--- src/rtl/song_sequencer_pkg.sv ---
// Shared types, constants and helpers for the auto-play note sequencer.
package song_sequencer_pkg;

  typedef enum logic [2:0] {StIdle, StFetch, StLoad, StPlay, StPause} state_e;

  localparam logic [3:0] NOTE_REST = 4'h0;
  localparam logic [3:0] NOTE_END  = 4'hF;

  localparam logic [1:0] SPD_SLOW = 2'd0;
  localparam logic [1:0] SPD_NORM = 2'd1;
  localparam logic [1:0] SPD_FAST = 2'd2;

  // rom_data = {octave, note, dur}; the dur field width sets the other offsets
  localparam int unsigned NOTE_W = 4;
  localparam int unsigned OCT_W  = 2;

  function automatic int unsigned note_lsb(input int unsigned dur_w);
    return dur_w;
  endfunction

  function automatic int unsigned oct_lsb(input int unsigned dur_w);
    return dur_w + NOTE_W;
  endfunction

  function automatic logic [6:0] note_to_led(input logic [3:0] note);
    logic [6:0] led;
    led = 7'b0;
    case (note)
      4'd1: led = 7'b000_0001;
      4'd2: led = 7'b000_0010;
      4'd3: led = 7'b000_0100;
      4'd4: led = 7'b000_1000;
      4'd5: led = 7'b001_0000;
      4'd6: led = 7'b010_0000;
      4'd7: led = 7'b100_0000;
      default: led = 7'b0;
    endcase
    return led;
  endfunction

endpackage

--- src/rtl/song_sequencer_beat_timer.sv ---
// Beat prescaler: one-cycle beat pulse every beat length; restarts on start, holds when not running.
module song_sequencer_beat_timer
  import song_sequencer_pkg::*;
#(
  parameter int unsigned TICK_DIV = 10_000_000
) (
  input  logic       clk,
  input  logic       reset,
  input  logic       start,
  input  logic       run,
  input  logic [1:0] speed_idx,
  output logic       beat
);

  localparam int unsigned CNT_W = $clog2(2 * TICK_DIV);

  logic [CNT_W-1:0] cnt_q, last_q, last_sel;

  always_comb begin
    last_sel = CNT_W'(TICK_DIV - 1);
    case (speed_idx)
      SPD_SLOW: last_sel = CNT_W'(2 * TICK_DIV - 1);
      SPD_FAST: last_sel = CNT_W'(TICK_DIV / 2 - 1);
      default:  last_sel = CNT_W'(TICK_DIV - 1);
    endcase
  end

  assign beat = run && !start && (cnt_q == last_q);

  // Beat length is latched only at start and on beat boundaries
  always_ff @(posedge clk or negedge reset) begin
    if (!reset) begin
      cnt_q  <= '0;
      last_q <= CNT_W'(TICK_DIV - 1);
    end else if (start) begin
      cnt_q  <= '0;
      last_q <= last_sel;
    end else if (run) begin
      if (cnt_q == last_q) begin
        cnt_q  <= '0;
        last_q <= last_sel;
      end else begin
        cnt_q <= cnt_q + 1'b1;
      end
    end
  end

endmodule

--- src/rtl/song_sequencer.sv ---
// Auto-play note sequencer: fetches note words from a synchronous ROM and drives buzzer and LEDs.
module song_sequencer
  import song_sequencer_pkg::*;
#(
  parameter int unsigned TICK_DIV  = 10_000_000,
  parameter int unsigned SONG_LEN  = 56,
  parameter int unsigned NUM_SONGS = 6,
  parameter int unsigned DUR_W     = 4,
  localparam int unsigned SONG_W   = $clog2(NUM_SONGS),
  localparam int unsigned POS_W    = $clog2(SONG_LEN)
) (
  input  logic              clk,
  input  logic              reset,
  input  logic              play_btn,
  input  logic [1:0]        song_btn,
  input  logic [1:0]        speed_btn,
  input  logic              loop_en,
  output logic [SONG_W-1:0] rom_song,
  output logic [POS_W-1:0]  rom_pos,
  input  logic [5+DUR_W:0]  rom_data,
  output logic [3:0]        note_out,
  output logic [1:0]        octave_out,
  output logic [6:0]        led_out,
  output logic [SONG_W-1:0] song_idx,
  output logic [1:0]        speed_idx,
  output logic              playing,
  output logic              song_done
);

  localparam int unsigned NOTE_LSB = note_lsb(DUR_W);
  localparam int unsigned OCT_LSB  = oct_lsb(DUR_W);

  state_e            state_q, state_d;
  logic              play_prev_q;
  logic [1:0]        song_prev_q, speed_prev_q;
  logic [SONG_W-1:0] song_q, song_d;
  logic [1:0]        speed_q, speed_d;
  logic [POS_W-1:0]  pos_q, pos_d;
  logic [3:0]        note_q, note_d;
  logic [1:0]        oct_q, oct_d;
  logic [DUR_W-1:0]  dur_q, dur_d, beat_cnt_q, beat_cnt_d, dur_eff;
  logic [3:0]        note_out_q;
  logic [1:0]        octave_out_q;
  logic [6:0]        led_q;
  logic              playing_q, done_q, done_d, out_on, song_end;

  logic [3:0]       rom_note;
  logic [1:0]       rom_oct;
  logic [DUR_W-1:0] rom_dur;
  assign rom_note = rom_data[NOTE_LSB +: NOTE_W];
  assign rom_oct  = rom_data[OCT_LSB +: OCT_W];
  assign rom_dur  = rom_data[DUR_W-1:0];

  logic play_edge, song_next, song_prev, song_step, spd_up, spd_dn;
  assign play_edge = play_btn & ~play_prev_q;
  assign song_next = song_btn[0] & ~song_prev_q[0];
  assign song_prev = song_btn[1] & ~song_prev_q[1];
  assign song_step = song_next | song_prev;
  assign spd_up    = speed_btn[0] & ~speed_prev_q[0];
  assign spd_dn    = speed_btn[1] & ~speed_prev_q[1];

  assign dur_eff = (dur_q == '0) ? DUR_W'(1) : dur_q;

  logic beat, run, start;
  assign start = (state_q == StLoad);
  // Gate the timer on a pause edge so a beat landing on that cycle is not lost
  assign run   = (state_q == StPlay) && !play_edge && !song_step;

  song_sequencer_beat_timer #(
    .TICK_DIV(TICK_DIV)
  ) u_beat_timer (
    .clk      (clk),
    .reset    (reset),
    .start    (start),
    .run      (run),
    .speed_idx(speed_q),
    .beat     (beat)
  );

  always_comb begin
    state_d    = state_q;
    song_d     = song_q;
    speed_d    = speed_q;
    pos_d      = pos_q;
    note_d     = note_q;
    oct_d      = oct_q;
    dur_d      = dur_q;
    beat_cnt_d = beat_cnt_q;
    done_d     = 1'b0;
    song_end   = 1'b0;

    if (spd_up) begin
      speed_d = (speed_q == SPD_FAST) ? SPD_SLOW : speed_q + 2'd1;
    end else if (spd_dn) begin
      speed_d = (speed_q == SPD_SLOW) ? SPD_FAST : speed_q - 2'd1;
    end

    if (song_step) begin
      if (song_next) begin
        song_d = (song_q == SONG_W'(NUM_SONGS - 1)) ? '0 : song_q + 1'b1;
      end else begin
        song_d = (song_q == '0) ? SONG_W'(NUM_SONGS - 1) : song_q - 1'b1;
      end
      if (state_q != StIdle) begin
        state_d = StFetch;
        pos_d   = '0;
      end
    end else begin
      unique case (state_q)
        StIdle: begin
          if (play_edge) begin
            state_d = StFetch;
            pos_d   = '0;
          end
        end
        StFetch: state_d = StLoad;
        StLoad: begin
          if (rom_note == NOTE_END) begin
            song_end = 1'b1;
          end else begin
            note_d     = rom_note;
            oct_d      = rom_oct;
            dur_d      = rom_dur;
            beat_cnt_d = '0;
            state_d    = StPlay;
          end
        end
        StPlay: begin
          if (play_edge) begin
            state_d = StPause;
          end else if (beat) begin
            if (beat_cnt_q + 1'b1 == dur_eff) begin
              if (pos_q == POS_W'(SONG_LEN - 1)) begin
                song_end = 1'b1;
              end else begin
                pos_d   = pos_q + 1'b1;
                state_d = StFetch;
              end
            end else begin
              beat_cnt_d = beat_cnt_q + 1'b1;
            end
          end
        end
        StPause: begin
          if (play_edge) state_d = StPlay;
        end
        default: state_d = StIdle;
      endcase

      if (song_end) begin
        pos_d = '0;
        if (loop_en) begin
          state_d = StFetch;
        end else begin
          state_d = StIdle;
          done_d  = 1'b1;
          note_d  = NOTE_REST;
          oct_d   = '0;
        end
      end
    end

    out_on = (state_d == StFetch) || (state_d == StLoad) || (state_d == StPlay);
  end

  always_ff @(posedge clk or negedge reset) begin
    if (!reset) begin
      state_q      <= StIdle;
      play_prev_q  <= 1'b0;
      song_prev_q  <= '0;
      speed_prev_q <= '0;
      song_q       <= '0;
      speed_q      <= SPD_NORM;
      pos_q        <= '0;
      note_q       <= NOTE_REST;
      oct_q        <= '0;
      dur_q        <= '0;
      beat_cnt_q   <= '0;
      note_out_q   <= NOTE_REST;
      octave_out_q <= '0;
      led_q        <= '0;
      playing_q    <= 1'b0;
      done_q       <= 1'b0;
    end else begin
      state_q      <= state_d;
      play_prev_q  <= play_btn;
      song_prev_q  <= song_btn;
      speed_prev_q <= speed_btn;
      song_q       <= song_d;
      speed_q      <= speed_d;
      pos_q        <= pos_d;
      note_q       <= note_d;
      oct_q        <= oct_d;
      dur_q        <= dur_d;
      beat_cnt_q   <= beat_cnt_d;
      note_out_q   <= out_on ? note_d : NOTE_REST;
      octave_out_q <= out_on ? oct_d : 2'b0;
      led_q        <= out_on ? note_to_led(note_d) : 7'b0;
      playing_q    <= out_on;
      done_q       <= done_d;
    end
  end

  assign rom_song   = song_q;
  assign rom_pos    = pos_q;
  assign song_idx   = song_q;
  assign speed_idx  = speed_q;
  assign note_out   = note_out_q;
  assign octave_out = octave_out_q;
  assign led_out    = led_q;
  assign playing    = playing_q;
  assign song_done  = done_q;

endmodule

--- config.mk ---
export PLATFORM = sky130hd
export DESIGN_NAME = song_sequencer
export DESIGN_NICKNAME = d
export VERILOG_FILES = /design/src/rtl/song_sequencer_pkg.sv /design/src/rtl/song_sequencer_beat_timer.sv /design/src/rtl/song_sequencer.sv
export SDC_FILE = /design/constraint.sdc
export NUM_CORES = 1
export LEC_CHECK = 0
export BUFFER_PORTS_ARGS = -buffer_cell sky130_fd_sc_hd__buf_4
export CAP_MARGIN = 20
export CORE_ASPECT_RATIO = 0.75
export CORE_UTILIZATION = 31
export CTS_BUF_LIST = sky130_fd_sc_hd__clkbuf_8
export DETAILED_ROUTE_END_ITERATION = 12
export PLACE_DENSITY_LB_ADDON = 0.05
export SLEW_MARGIN = 0
export SYNTH_ARGS = -nofsm -noshare
export SYNTH_HDL_FRONTEND = slang
export SYNTH_SLANG_ARGS = --single-unit
--- constraint.sdc ---
create_clock -name clk -period 3.3 [get_ports clk]
set_input_delay 0.66 -clock clk [delete_from_list [all_inputs] [get_ports clk]]
set_output_delay 0.66 -clock clk [all_outputs]
set_load 0.02 [all_outputs]
-- After elaboration in Yosys (flattened, before gate mapping)
Cells that the tools add are included.
- memories kept: 0
- bits in writable memories: 0
- bits in read-only memories: 0
- logic and storage cells: 156
- register bits after elaboration: 98
- bits in latches: 0
- bitwise logic cells: 13
- divide/modulo/power cells: 0
- $mul: 0
- multiplexer cells: 65
- shift-type cells: 0
- add/subtract/negate cells: 7
- order comparisons: 0
- eq/ne operators: 30
- reduce and logical (&&, ||, !) cells: 23
- operators with widths (kind ; number):
    $mux 25 ; 6
    $pmux 25 s2 ; 1
    $pmux 7 s7 ; 1
    $mux 6 ; 8
    $mux 4 ; 11
    $mux 3 ; 13
    $add 25x1->25 const B ; 1
    $eq 25x25->1 ; 1
    $mux 2 ; 10
    $eq 4x3->1 const B ; 4
    $pmux 3 s5 ; 1
    $eq 3x2->1 const B ; 4
    $ne 4x3->1 const B ; 3
    $pmux 6 s2 ; 1
    $mux 1 ; 10
    $eq 4x2->1 const B ; 2
    $ne 2x2->1 const B ; 4
    $pmux 4 s2 ; 1
    $reduce_bool 2->1 ; 4
    $mux 7 ; 1
    $not 1->1 ; 7
    $reduce_and 7->1 ; 1
    $add 6x1->6 const B ; 1
    $eq 3x1->1 const B ; 2
    28 further kinds ; 40

-- Longest topological paths before layout
- depth after elaboration: 17
- mapped depth: 10
- depth with buffers taken out: 9

-- Modules after synthesis
A second synthesis with hierarchy kept.
- cell total of the unflattened synthesis: 447
- area total of the unflattened synthesis: 4404.2 sq um
- modules (own cells, without submodules) (module ; cells an instance ; instances ; area each (sq um) ; sequential area each (sq um)):
    song_sequencer ; 265 ; 1 ; 2668.8 ; 1202.4
    song_sequencer_beat_timer ; 182 ; 1 ; 1735.4 ; 779.5

-- Least setup slack after synthesis
Ideal clock, no wire load.
- path kind: reg-to-reg
- from: register u_beat_timer.cnt_q[16]
- to: register led_q[2] (netlist: led_out[2])
- arrival time: 2.428 ns
- path slack: 0.744 ns
- period minus slack after synthesis: 2.556 ns
- data required time: 3.173 ns
- buffers on the path: 1
- cell stages (with the launch flop): 9
- path through: dfrtp_1 -> or4_1 -> a222oi_1 -> nand4_1 -> or4_1 -> a31oi_1 -> or2_2 -> buf_6 -> nor3_1
- cells in the longest elaborated chain, start to end: 12
- elaborated cells between the ends (all ways): 27
- ends and longest elaborated chain (element ; line ; source):
    start: declaration ; song_sequencer_beat_timer.sv:17 ; logic [CNT_W-1:0] cnt_q, last_q, last_sel;
    start signal: assignment ; song_sequencer_beat_timer.sv:43 ; cnt_q <= cnt_q + 1'b1;
    $eq 25x25->1 * ; song_sequencer_beat_timer.sv:28 ; assign beat = run && !start && (cnt_q == last_q);
    $logic_and 1x1->1 * ; song_sequencer_beat_timer.sv:28 ;
    parallel branches: the longest is 9 deep, another holds $pmux 7 s7 ; -- ;
    $mux 7 * ; song_sequencer.sv:198 ; led_q <= out_on ? note_to_led(note_d) : 7'b0;
    end signal: assignment ; song_sequencer.sv:198 ;
    end: declaration ; song_sequencer.sv:44 ; logic [6:0] led_q;
Mark *: on every way between the ends. The select of a mux whose other input is x is not followed.
A chain may end at the register's enable or synchronous reset.

-- Worst setup path in the final report
Same ends and word-level chain as after synthesis.

==> out/summary.txt <==
worst skew pair latency: 0.36 ns
minimum clock period: 3.04 ns
fin. max-slew vios: 0
CP arrival: 3.28 ns
placed cell count: 672
count leader, synth: dfrtp_1
Post-DRT Antenna Nets: 0
peak supply drop: 0.472 mV
routed len/inst: 15.5 um
Primary FF master, synth: dfrtp_1
largest net degree at the start of global routing: 80
Port Buf Inserts: 46
initial antenna violation count: 0
Synth Area per Inst: 9.18 sq um
GP Congestion: 0.796
Congestion Overflow GR: 0
Worst setup SP type: register
mapped cell area: 4220 sq um
clk_skew: 0.0104 ns
Nets: 540
worst hold margin: 0.135 ns
cts hold-fix bufs: 0
first-pass GRT wire length: 17300 um
Critical Path RT: 3.54 ns
Vias/cell: 5.10
Ant. Diodes: 0
fmax: 0.329 GHz
Crit path largest cell delay: 0.55 ns
routed vias: 3515
reg2reg start: u_beat_timer.cnt_q[16]
drt drc: 0
cell with the largest stage delay on the worst path: nor4_4
syn nets: 487
final WL: 10700 um
Post-synth EDFFs: 0
Worst R2R Setup Slack: 0.26 ns
CP endpoint kind: register
Cell Chain, Critical Path: or4_1, a222oi_1, nand3_1, nor4_4, o21ai_2, clkinv_2, or2_2, nor3_1
clk buf depth: 2
clk root buf: clkbuf_8
Synth cell types: 62
CTS tree: yes
Die X: 137 um
slew margin rel.: 57.1%
pre-CTS WS: 0.299 ns
Syn-to-layout area delta: 18.2%
static leakage: 2.19 nW
Gate Count Post-Synth: 460
drt first pass iters: 5
Crit Path Category: reg2reg
asr flop ratio synth: 100%
post-cts resize count: 0
R2R cell count: 8
post-layout util: 37.9%
total track usage: 16.3%
Crit Path Max Fanout: 9
FILL cells: 1325
DIE AREA: 14100 sq um
FF+latch count, synth: 79
clk sinks: 79
cts bufs inserted: 9
vias in the first global route: 3307
Die Y: 103 um
worst reg2reg path endpoint: led_out[2]
clock-pin slew on the worst setup and hold paths: 0.09 ns
share of cells above drive strength 1: 18.7%
Yosys Warn Count: 0
max cap viols: 0
Final Worst Setup Slack: 0.259 ns
most area-consuming cells after synthesis: dfrtp_1 44%, nand2_1 5.7%, o21ai_0 5.5%
initial DRC count: 202
sum of negative setup slack: 0 ns
postcts setup bufs: 0
Synth area leader: dfrtp_1
pwr/cell area: 683 nW/um^2
Ports: 47
status: finished clean
FF/Latch Area: 1980 sq um
Worst Max-Slew Pin Slew: 0.638 ns
Multi-input gate area: 2100 sq um
final period utilization: 92.2%
synth cell count leaders: 75 x dfrtp_1, 64 x nand2_1, 46 x o21ai_0
Initial Util: 32.1%
Final Setup Violations: 0
Seq/Total Area, Yosys: 46.9%
worst hold path class: in2async
area fraction of the dominant cell type after synthesis: 44.4%
Final Hold Viols: 0
RSZ-0062 raised after global routing: no
H-Tree Depth: 3
Row Count: 36
hpwl dp: 7590 um
core region area: 13200 sq um
final non-filler cell total: 689
[worst max-delay path by stage]
stage / startpoint / endpoint / slack, ns / cells past startpoint
after detailed placement: song_btn[0] / led_out[0] / 0.30 / 9
after global routing: u_beat_timer.cnt_q[16] / led_out[2] / 0.09 / 8
after global placement: u_beat_timer.cnt_q[16] / led_out[2] / 0.39 / 8
after floorplan: u_beat_timer.cnt_q[16] / led_out[2] / 0.74 / 8
after CTS: u_beat_timer.cnt_q[16] / led_out[0] / 0.30 / 8
final: u_beat_timer.cnt_q[16] / led_out[2] / 0.26 / 8
[cell type report]
type,count,share of cell area [%]
Clock buffer,9,2.48
Multi-Input combinational cell,350,42.1
Clock inverter,7,1.10
Inverter,15,1.15
Tap cell,171,4.29
Sequential cell,79,39.7
Timing Repair Buffer,58,9.13
[logic make-up (layout without fill, tap and decap cells)]
family / Yosys count / count (layout) / synth area share (%)
buffers and inverters: 31 / 89 / 3.29
multiplexers: 4 / 4 / 1.01
flip-flops: 79 / 79 / 46.9
AO/OA/AOI/OAI: 98 / 98 / 15.1
adder cells (fa/ha/maj): 9 / 9 / 2.67
AND/OR/NAND/NOR: 220 / 220 / 27.1
XOR/XNOR: 19 / 19 / 3.94
[placed cells by master, fill, tap and decap left out, drive strengths merged, types with 4 or more instances in the layout]
cell	netlist	layout
a21oi	14	14
a22oi	4	4
and3	8	8
buf	7	58
clkbuf	9	9
dfrtp	75	75
dfstp	4	4
ha	9	9
inv	14	17
nand2	65	65
nand2b	9	9
nand3	19	19
nand4	14	14
nor2	39	39
nor2b	12	12
nor3	12	12
nor3b	7	7
nor4	5	5
o21ai	49	49
o31ai	8	8
or2	4	4
or3	7	7
or4	5	5
xnor2	11	11
xor2	8	8
[worst max-delay path: cells and delay by family, from the launching register on]
family	cells	cell delay (ns)
AND/OR/NAND/NOR	5	1.64
buffers and inverters	1	0.15
AO/OA/AOI/OAI	2	0.71
flip-flops	1	0.43
[through the flow]
step	power [mW]	cell area, sq um
2_1_floorplan	2.28	4220
3_3_place_gp	2.75	4780
3_5_place_dp	2.75	4780
4_1_cts	3.45	4960
5_1_grt	3.68	4990
6_report	3.41	4990
[where the power goes]
group / switching [mW] / leakage, nW / internal (mW)
combinational: 0.757 / 1.08 / 0.523
clock: 0.391 / 0.0866 / 0.281
sequential: 0.241 / 1.02 / 1.21
[sequential cells by signal, indices dropped and copies added (netlist names), 3 cells and up]
signal,count
dur_q,4
beat_cnt_q,4
u_beat_timer.cnt_q,25
rom_song,3
rom_pos,6
state_q,3
u_beat_timer.last_q,6
note_out,4
note_q,4
led_out,7
[per-layer routing]
| metal | GRT usage (%) | vias up | part of all wire (%) |
|---|---|---|---|
| met5 | 0 | - | 0 |
| met4 | 5.16 | 0 | 1.1 |
| met3 | 3.64 | 10 | 3.9 |
| met2 | 22.5 | 74 | 40 |
| met1 | 24.7 | 1686 | 55 |
| li1 | - | 1745 | - |
(Power assumes the default switching activity.)
